## src/rtl/mtm_alu_pkg.sv

```systemverilog
// Shared constants for the MTM ALU serial command receiver.
// Op codes, error flag layout, packet geometry, CRC polynomial.
package mtm_alu_pkg;

  localparam logic [2:0] OP_AND = 3'b000;
  localparam logic [2:0] OP_OR  = 3'b001;
  localparam logic [2:0] OP_ADD = 3'b100;
  localparam logic [2:0] OP_SUB = 3'b101;

  localparam int ERR_DATA_BIT = 2;
  localparam int ERR_CRC_BIT  = 1;
  localparam int ERR_OP_BIT   = 0;

  localparam int PKT_LEN    = 11;
  // flag + 8 payload bits; start and stop handled by their own states
  localparam int SHIFT_BITS = PKT_LEN - 2;

  localparam logic [3:0] DATA_PER_FRAME = 4'd8;
  localparam logic [3:0] DCNT_SAT       = 4'd9;

  // x^4 + x + 1
  localparam logic [4:0] CRC_POLY = 5'b10011;

  typedef enum logic [1:0] {
    ST_IDLE,
    ST_SHIFT,
    ST_CHECK_STOP
  } rx_state_t;

  function automatic logic op_legal(input logic [2:0] op);
    return (op == OP_AND) || (op == OP_OR) ||
           (op == OP_ADD) || (op == OP_SUB);
  endfunction

endpackage

```

## src/rtl/mtm_alu_rx_ctl_crc4.sv

```systemverilog
// Combinational CRC4 (x^4+x+1, init 0) over a 68-bit word, MSB first.
// Ports: data_i [67:0] message, crc_o [3:0] remainder.
module mtm_alu_crc4
  import mtm_alu_pkg::*;
(
  input  logic [67:0] data_i,
  output logic [3:0]  crc_o
);

  always_comb begin
    logic [3:0] c;
    logic       fb;
    c = '0;
    for (int i = 67; i >= 0; i--) begin
      fb = c[3] ^ data_i[i];
      c  = {c[2:0], 1'b0} ^ (fb ? CRC_POLY[3:0] : 4'b0000);
    end
    crc_o = c;
  end

endmodule

```

## src/rtl/mtm_alu_rx_ctl.sv

```systemverilog
// Serial command receiver: deframes 11-bit packets, assembles operands,
// validates CTL packets and hands commands to the ALU core via valid/ready.
// Ports: clk, rst (sync, active high), sin (serial in, idle high),
// op_valid/op_ready handshake, op_a/op_b [31:0], op_code [2:0],
// err_valid pulse, err_flags [2:0] = {DATA, CRC, OP}.
// Build option: MTM_ALU_CRC_CHECK_EN enables the CTL CRC check.
module mtm_alu_rx_ctl
  import mtm_alu_pkg::*;
(
  input  logic        clk,
  input  logic        rst,
  input  logic        sin,
  output logic        op_valid,
  input  logic        op_ready,
  output logic [31:0] op_a,
  output logic [31:0] op_b,
  output logic [2:0]  op_code,
  output logic        err_valid,
  output logic [2:0]  err_flags
);

  rx_state_t   state_q, state_d;
  logic [3:0]  bcnt_q, bcnt_d;
  logic [8:0]  sh_q, sh_d;
  logic [63:0] buf_q, buf_d;
  logic [3:0]  dcnt_q, dcnt_d;
  logic        opv_q, opv_d;
  logic [31:0] a_q, a_d;
  logic [31:0] b_q, b_d;
  logic [2:0]  code_q, code_d;
  logic        errv_q, errv_d;
  logic [2:0]  errf_q, errf_d;

  logic        data_err;
  logic        crc_err;
  logic        op_err;

`ifdef MTM_ALU_CRC_CHECK_EN
  logic [3:0] crc_calc;
  logic       ctl_unused;

  // buf_q is {B, A}; the CTL flag bit is always 1 here
  mtm_alu_crc4 u_crc (
    .data_i ({buf_q, 1'b1, sh_q[6:4]}),
    .crc_o  (crc_calc)
  );

  assign crc_err    = (crc_calc != sh_q[3:0]);
  assign ctl_unused = sh_q[7];
`else
  logic ctl_unused;

  assign crc_err    = 1'b0;
  assign ctl_unused = ^{sh_q[7], sh_q[3:0]};
`endif

  assign data_err = (dcnt_q != DATA_PER_FRAME);
  assign op_err   = !op_legal(sh_q[6:4]);

  always_comb begin
    state_d = state_q;
    bcnt_d  = bcnt_q;
    sh_d    = sh_q;
    buf_d   = buf_q;
    dcnt_d  = dcnt_q;
    opv_d   = opv_q;
    a_d     = a_q;
    b_d     = b_q;
    code_d  = code_q;
    errv_d  = 1'b0;
    errf_d  = 3'b000;

    if (opv_q && op_ready)
      opv_d = 1'b0;

    unique case (state_q)
      ST_IDLE: begin
        if (!sin) begin
          state_d = ST_SHIFT;
          bcnt_d  = '0;
        end
      end
      ST_SHIFT: begin
        sh_d   = {sh_q[7:0], sin};
        bcnt_d = bcnt_q + 4'd1;
        if (bcnt_q == 4'(SHIFT_BITS - 1))
          state_d = ST_CHECK_STOP;
      end
      ST_CHECK_STOP: begin
        state_d = ST_IDLE;
        if (!sin) begin
          errv_d               = 1'b1;
          errf_d[ERR_DATA_BIT] = 1'b1;
          dcnt_d               = '0;
        end else if (!sh_q[8]) begin
          buf_d = {buf_q[55:0], sh_q[7:0]};
          if (dcnt_q != DCNT_SAT)
            dcnt_d = dcnt_q + 4'd1;
        end else begin
          dcnt_d = '0;
          if (data_err || crc_err || op_err) begin
            errv_d = 1'b1;
            if (data_err)
              errf_d[ERR_DATA_BIT] = 1'b1;
            else if (crc_err)
              errf_d[ERR_CRC_BIT] = 1'b1;
            else
              errf_d[ERR_OP_BIT] = 1'b1;
          end else if (opv_q && !op_ready) begin
            // previous command still held: drop this one
            errv_d               = 1'b1;
            errf_d[ERR_DATA_BIT] = 1'b1;
          end else begin
            opv_d  = 1'b1;
            b_d    = buf_q[63:32];
            a_d    = buf_q[31:0];
            code_d = sh_q[6:4];
          end
        end
      end
      default: state_d = ST_IDLE;
    endcase
  end

  always_ff @(posedge clk) begin
    if (rst) begin
      state_q <= ST_IDLE;
      bcnt_q  <= '0;
      sh_q    <= '0;
      buf_q   <= '0;
      dcnt_q  <= '0;
      opv_q   <= 1'b0;
      a_q     <= '0;
      b_q     <= '0;
      code_q  <= '0;
      errv_q  <= 1'b0;
      errf_q  <= '0;
    end else begin
      state_q <= state_d;
      bcnt_q  <= bcnt_d;
      sh_q    <= sh_d;
      buf_q   <= buf_d;
      dcnt_q  <= dcnt_d;
      opv_q   <= opv_d;
      a_q     <= a_d;
      b_q     <= b_d;
      code_q  <= code_d;
      errv_q  <= errv_d;
      errf_q  <= errf_d;
    end
  end

  assign op_valid  = opv_q;
  assign op_a      = a_q;
  assign op_b      = b_q;
  assign op_code   = code_q;
  assign err_valid = errv_q;
  assign err_flags = errf_q;

endmodule

```

## config.mk

```make
export PLATFORM = sky130hd
export DESIGN_NAME = mtm_alu_rx_ctl
export DESIGN_NICKNAME = d
export VERILOG_FILES = /design/src/rtl/mtm_alu_pkg.sv /design/src/rtl/mtm_alu_rx_ctl_crc4.sv /design/src/rtl/mtm_alu_rx_ctl.sv
export SDC_FILE = /design/constraint.sdc
export NUM_CORES = 1
export LEC_CHECK = 0
export ABC_AREA = 1
export CAP_MARGIN = 15
export CELL_PAD_IN_SITES_DETAIL_PLACEMENT = 0
export CELL_PAD_IN_SITES_GLOBAL_PLACEMENT = 1
export CORE_MARGIN = 2
export CORE_UTILIZATION = 31
export CTS_CLUSTER_DIAMETER = 80
export CTS_CLUSTER_SIZE = 10
export DETAILED_ROUTE_END_ITERATION = 8
export PLACE_DENSITY_LB_ADDON = 0.1
export SYNTH_ARGS = -nofsm -noshare
export SYNTH_HDL_FRONTEND = slang
export SYNTH_SLANG_ARGS = --single-unit
```

## constraint.sdc

```tcl
create_clock -name clk -period 2.2 [get_ports clk]
set_input_delay 0.44 -clock clk [delete_from_list [all_inputs] [get_ports clk]]
set_output_delay 0.44 -clock clk [all_outputs]
set_load 0.02 [all_outputs]
```

==> flow_metrics.py <==
metrics = {
    "final_layout": {
        "fin_nets": 974,
        "syn2layout_area_growth_pct": 28.0,
        "fill_cells": 2157,
        "drive_gt1_share_pct": 7.06,
        "n_antenna_cell": 0,
        "stdcell_count": 1248,
    },
    "setup_path": {
        "path_cells": "clkdlybuf4s50_1",
        "cp-startpoint": "op_a[31]",
        "crit_path_end": "op_a[31]",
        "end_kind": "output port",
        "slowest_delay_ps": 630,
        "arrival_ps": 1420,
        "r2r_end": "op_a[17]",
        "critPathSlowestCell": "clkdlybuf4s50_1",
        "r2r_start": "dcnt_q[0]",
        "cp_top_family": "buffers and inverters",
        "ff2ff_setup_slack_ps": 440,
        "path_buf_inv": 1,
        "cp.depth": 1,
        "rr_worst_depth": 9,
        "cp.required_ps": 1760,
        "crit_fanout": 2,
        "start_kind": "flop",
        "critPathKind": "reg2out",
    },
    "die": {
        "fp.dieW_um": 148,
        "rows": 52,
        "core_sq_mm": 0.0202,
        "die_area_sq_mm": 0.0218,
        "die_h_um": 148,
        "io_pins": 76,
        "start_util_pct": 31.7,
    },
    "timing": {
        "min_period_over_period_pct": 84.7,
        "fin_skew_ps": 8.06,
        "clock.fmax_ghz": 0.536,
        "timing.hold.ws_ps": 451,
        "slew_viol_final": 0,
        "finalSetupTns_ps": 0,
        "hold_viol_final": 0,
        "min_period_ps": 1860,
        "rsz0062_at_grt": "false",
        "setup_viol": 0,
    },
    "min_path": {
        "worst_hold_startpoint": "buf_q[57]",
        "min_path_type": "reg2reg",
    },
    "clock_tree": {
        "clk_path_buf_depth": 2,
        "cts-hold-fix-buffers": 0,
        "clkSinkCount": 154,
        "post_cts_resized": 0,
        "h-tree-depth": 4,
        "numCtsBuffers": 17,
        "clk_transition_reported_paths_ps": 60,
        "clock_latency_ps": 420,
        "post_cts_buffers": 0,
        "cts_tree": "yes",
        "cts-root-buf": "clkbuf_16",
    },
    "logic_synthesis": {
        "synth.distinct_cells": 21,
        "syn_nets": 920,
        "synthTopCellsByArea": "dfxtp_1 48%, inv_1 12%, nand2_1 9.0%",
        "yosysWarnings": 0,
        "synth.top_cell.area_share_pct": 48.1,
        "ys_seq_elements": 154,
        "seq_area_frac_synth_pct": 48.1,
        "yosys.area.top_type": "dfxtp_1",
        "syn_area_per_cell_sq_um": 7.03,
        "syn-cell-area_sq_mm": 0.00640,
        "syn_inst": 911,
    },
    "detailed_routing": {
        "ant_nets": 0,
        "vias_per_cell": 4.29,
        "drc": 0,
        "drt-initial-drc-count": 264,
        "wl_per_cell_um": 12.4,
        "vias": 5353,
        "dr.pass1.iters": 4,
        "postRouteWirelength_um": 15500,
    },
    "placed_design": {
        "place_inst": 1216,
        "dp_hpwl_um": 10200,
        "portBuffers": 74,
        "gp_congestion": 0.741,
    },
    "grt": {
        "grt_overflow": 0,
        "grtUsageMet1_pct": 20.4,
        "first_global_vias": 5077,
        "grt_max_degree": 69,
        "track_usage_pct": 14.7,
        "grtUsageMet3_pct": 3.24,
        "met2_usage_pct": 22.6,
        "grt_pass1_wl_um": 25800,
        "grt.busiest_layer": "met2",
        "antenna_found_initial": 0,
    },
    "power_and_ir_drop": {
        "leakagePower_nw": 3.31,
        "total_power_mw": 6.22,
        "ir_worst_vdd_mv": 0.476,
        "power_density_mw_per_mm2": 759,
    },
    "status": {
        "status": "finished clean",
    },
    "flow_run": {
        "drv_cap": 0,
    },
}
-- tightest hold or removal path, delay by kind of cell (launching register included) --
family          cells  cell delay (ps)
compound gates      1               50
flops               1              300
buf+inv             1               60
-- kinds of logic after synthesis --
family          count (synthesis)  synth area share, %
compound gates                156                 12.2
fa+ha+maj                       5                0.977
buf+inv                       275                 16.8
flops                         154                 48.1
other cells                     1               0.0585
simple gates                  320                 21.8
-- cells in the final DEF, fill, tap and decap left out, types with 7 or more instances in the layout --
| master | n |
|---|---|
| nand4_1 | 69 |
| nor2_1 | 85 |
| buf_12 | 12 |
| dfxtp_1 | 154 |
| o21ai_0 | 73 |
| clkbuf_16 | 17 |
| nand2_1 | 152 |
| clkdlybuf4s50_1 | 74 |
| inv_1 | 203 |
| buf_4 | 10 |
| nand3_1 | 7 |
| inv_2 | 10 |
| a21oi_1 | 79 |
-- cells in the mapped netlist --
cell / number
a211oi_1: 1
a21oi_1: 79
clkbuf_1: 37
buf_1: 6
nor3_1: 2
dfxtp_1: 154
ha_1: 5
nand2_1: 153
inv_2: 10
nand4_1: 69
o21ai_1: 3
buf_6: 3
nor4_1: 1
nor2_2: 2
inv_1: 204
nand3_1: 8
o21ai_0: 73
buf_4: 2
buf_2: 13
conb_1: 1
nor2_1: 85
-- where the power goes --
part           switching (mW)  total [mW]  internal (mW)
registers              0.0140        2.82           2.81
logic                   0.117       0.177         0.0594
clock network            1.17        3.22           2.05
-- cell type report --
type | instances | area (sq um) | share of cell area, %
Clock buffer | 22 | 494 | 6.03
Multi-Input combinational cell | 482 | 2260 | 27.6
Inverter | 214 | 805 | 9.81
Sequential cell | 154 | 3080 | 37.6
Clock inverter | 10 | 161 | 1.97
Tap cell | 270 | 338 | 4.12
Timing Repair Buffer | 96 | 1060 | 12.9
-- worst min path at each step --
stage                endpoint  slack (ps)  cells after the start
floorplan           buf_q[56]         430                      2
global placement    buf_q[56]         440                      2
detailed placement  buf_q[60]         450                      2
CTS                 buf_q[60]         450                      2
global route        buf_q[62]         480                      2
finish              buf_q[57]         450                      2
-- registers in the layout (all words and copies together), names as in the netlist --
signal,count
err_flags,2
op_code,3
err_valid,1
buf_q,64
op_b,32
op_a,32
bcnt_q,4
op_valid,1
dcnt_q,4
sh_q,9
state_q,2
-- per-layer routing --
layer,part of all wire [%],up-vias
met5,0,-
met4,1.1,0
met3,3.0,11
met2,45,77
met1,51,2361
li1,-,2904
-- through the flow --
| step | area, sq um | util [%] | setup WS, ps |
|---|---|---|---|
| after floorplan | 6400 | - | 725 |
| after CTS | 8200 | 40.5 | 293 |
| after global routing | 8200 | 40.5 | 238 |
| after global placement | 7540 | 37.3 | 193 |
| after detailed placement | 7540 | 37.3 | 167 |
| final | 8200 | 40.5 | 336 |
(Power assumes the default switching activity.)
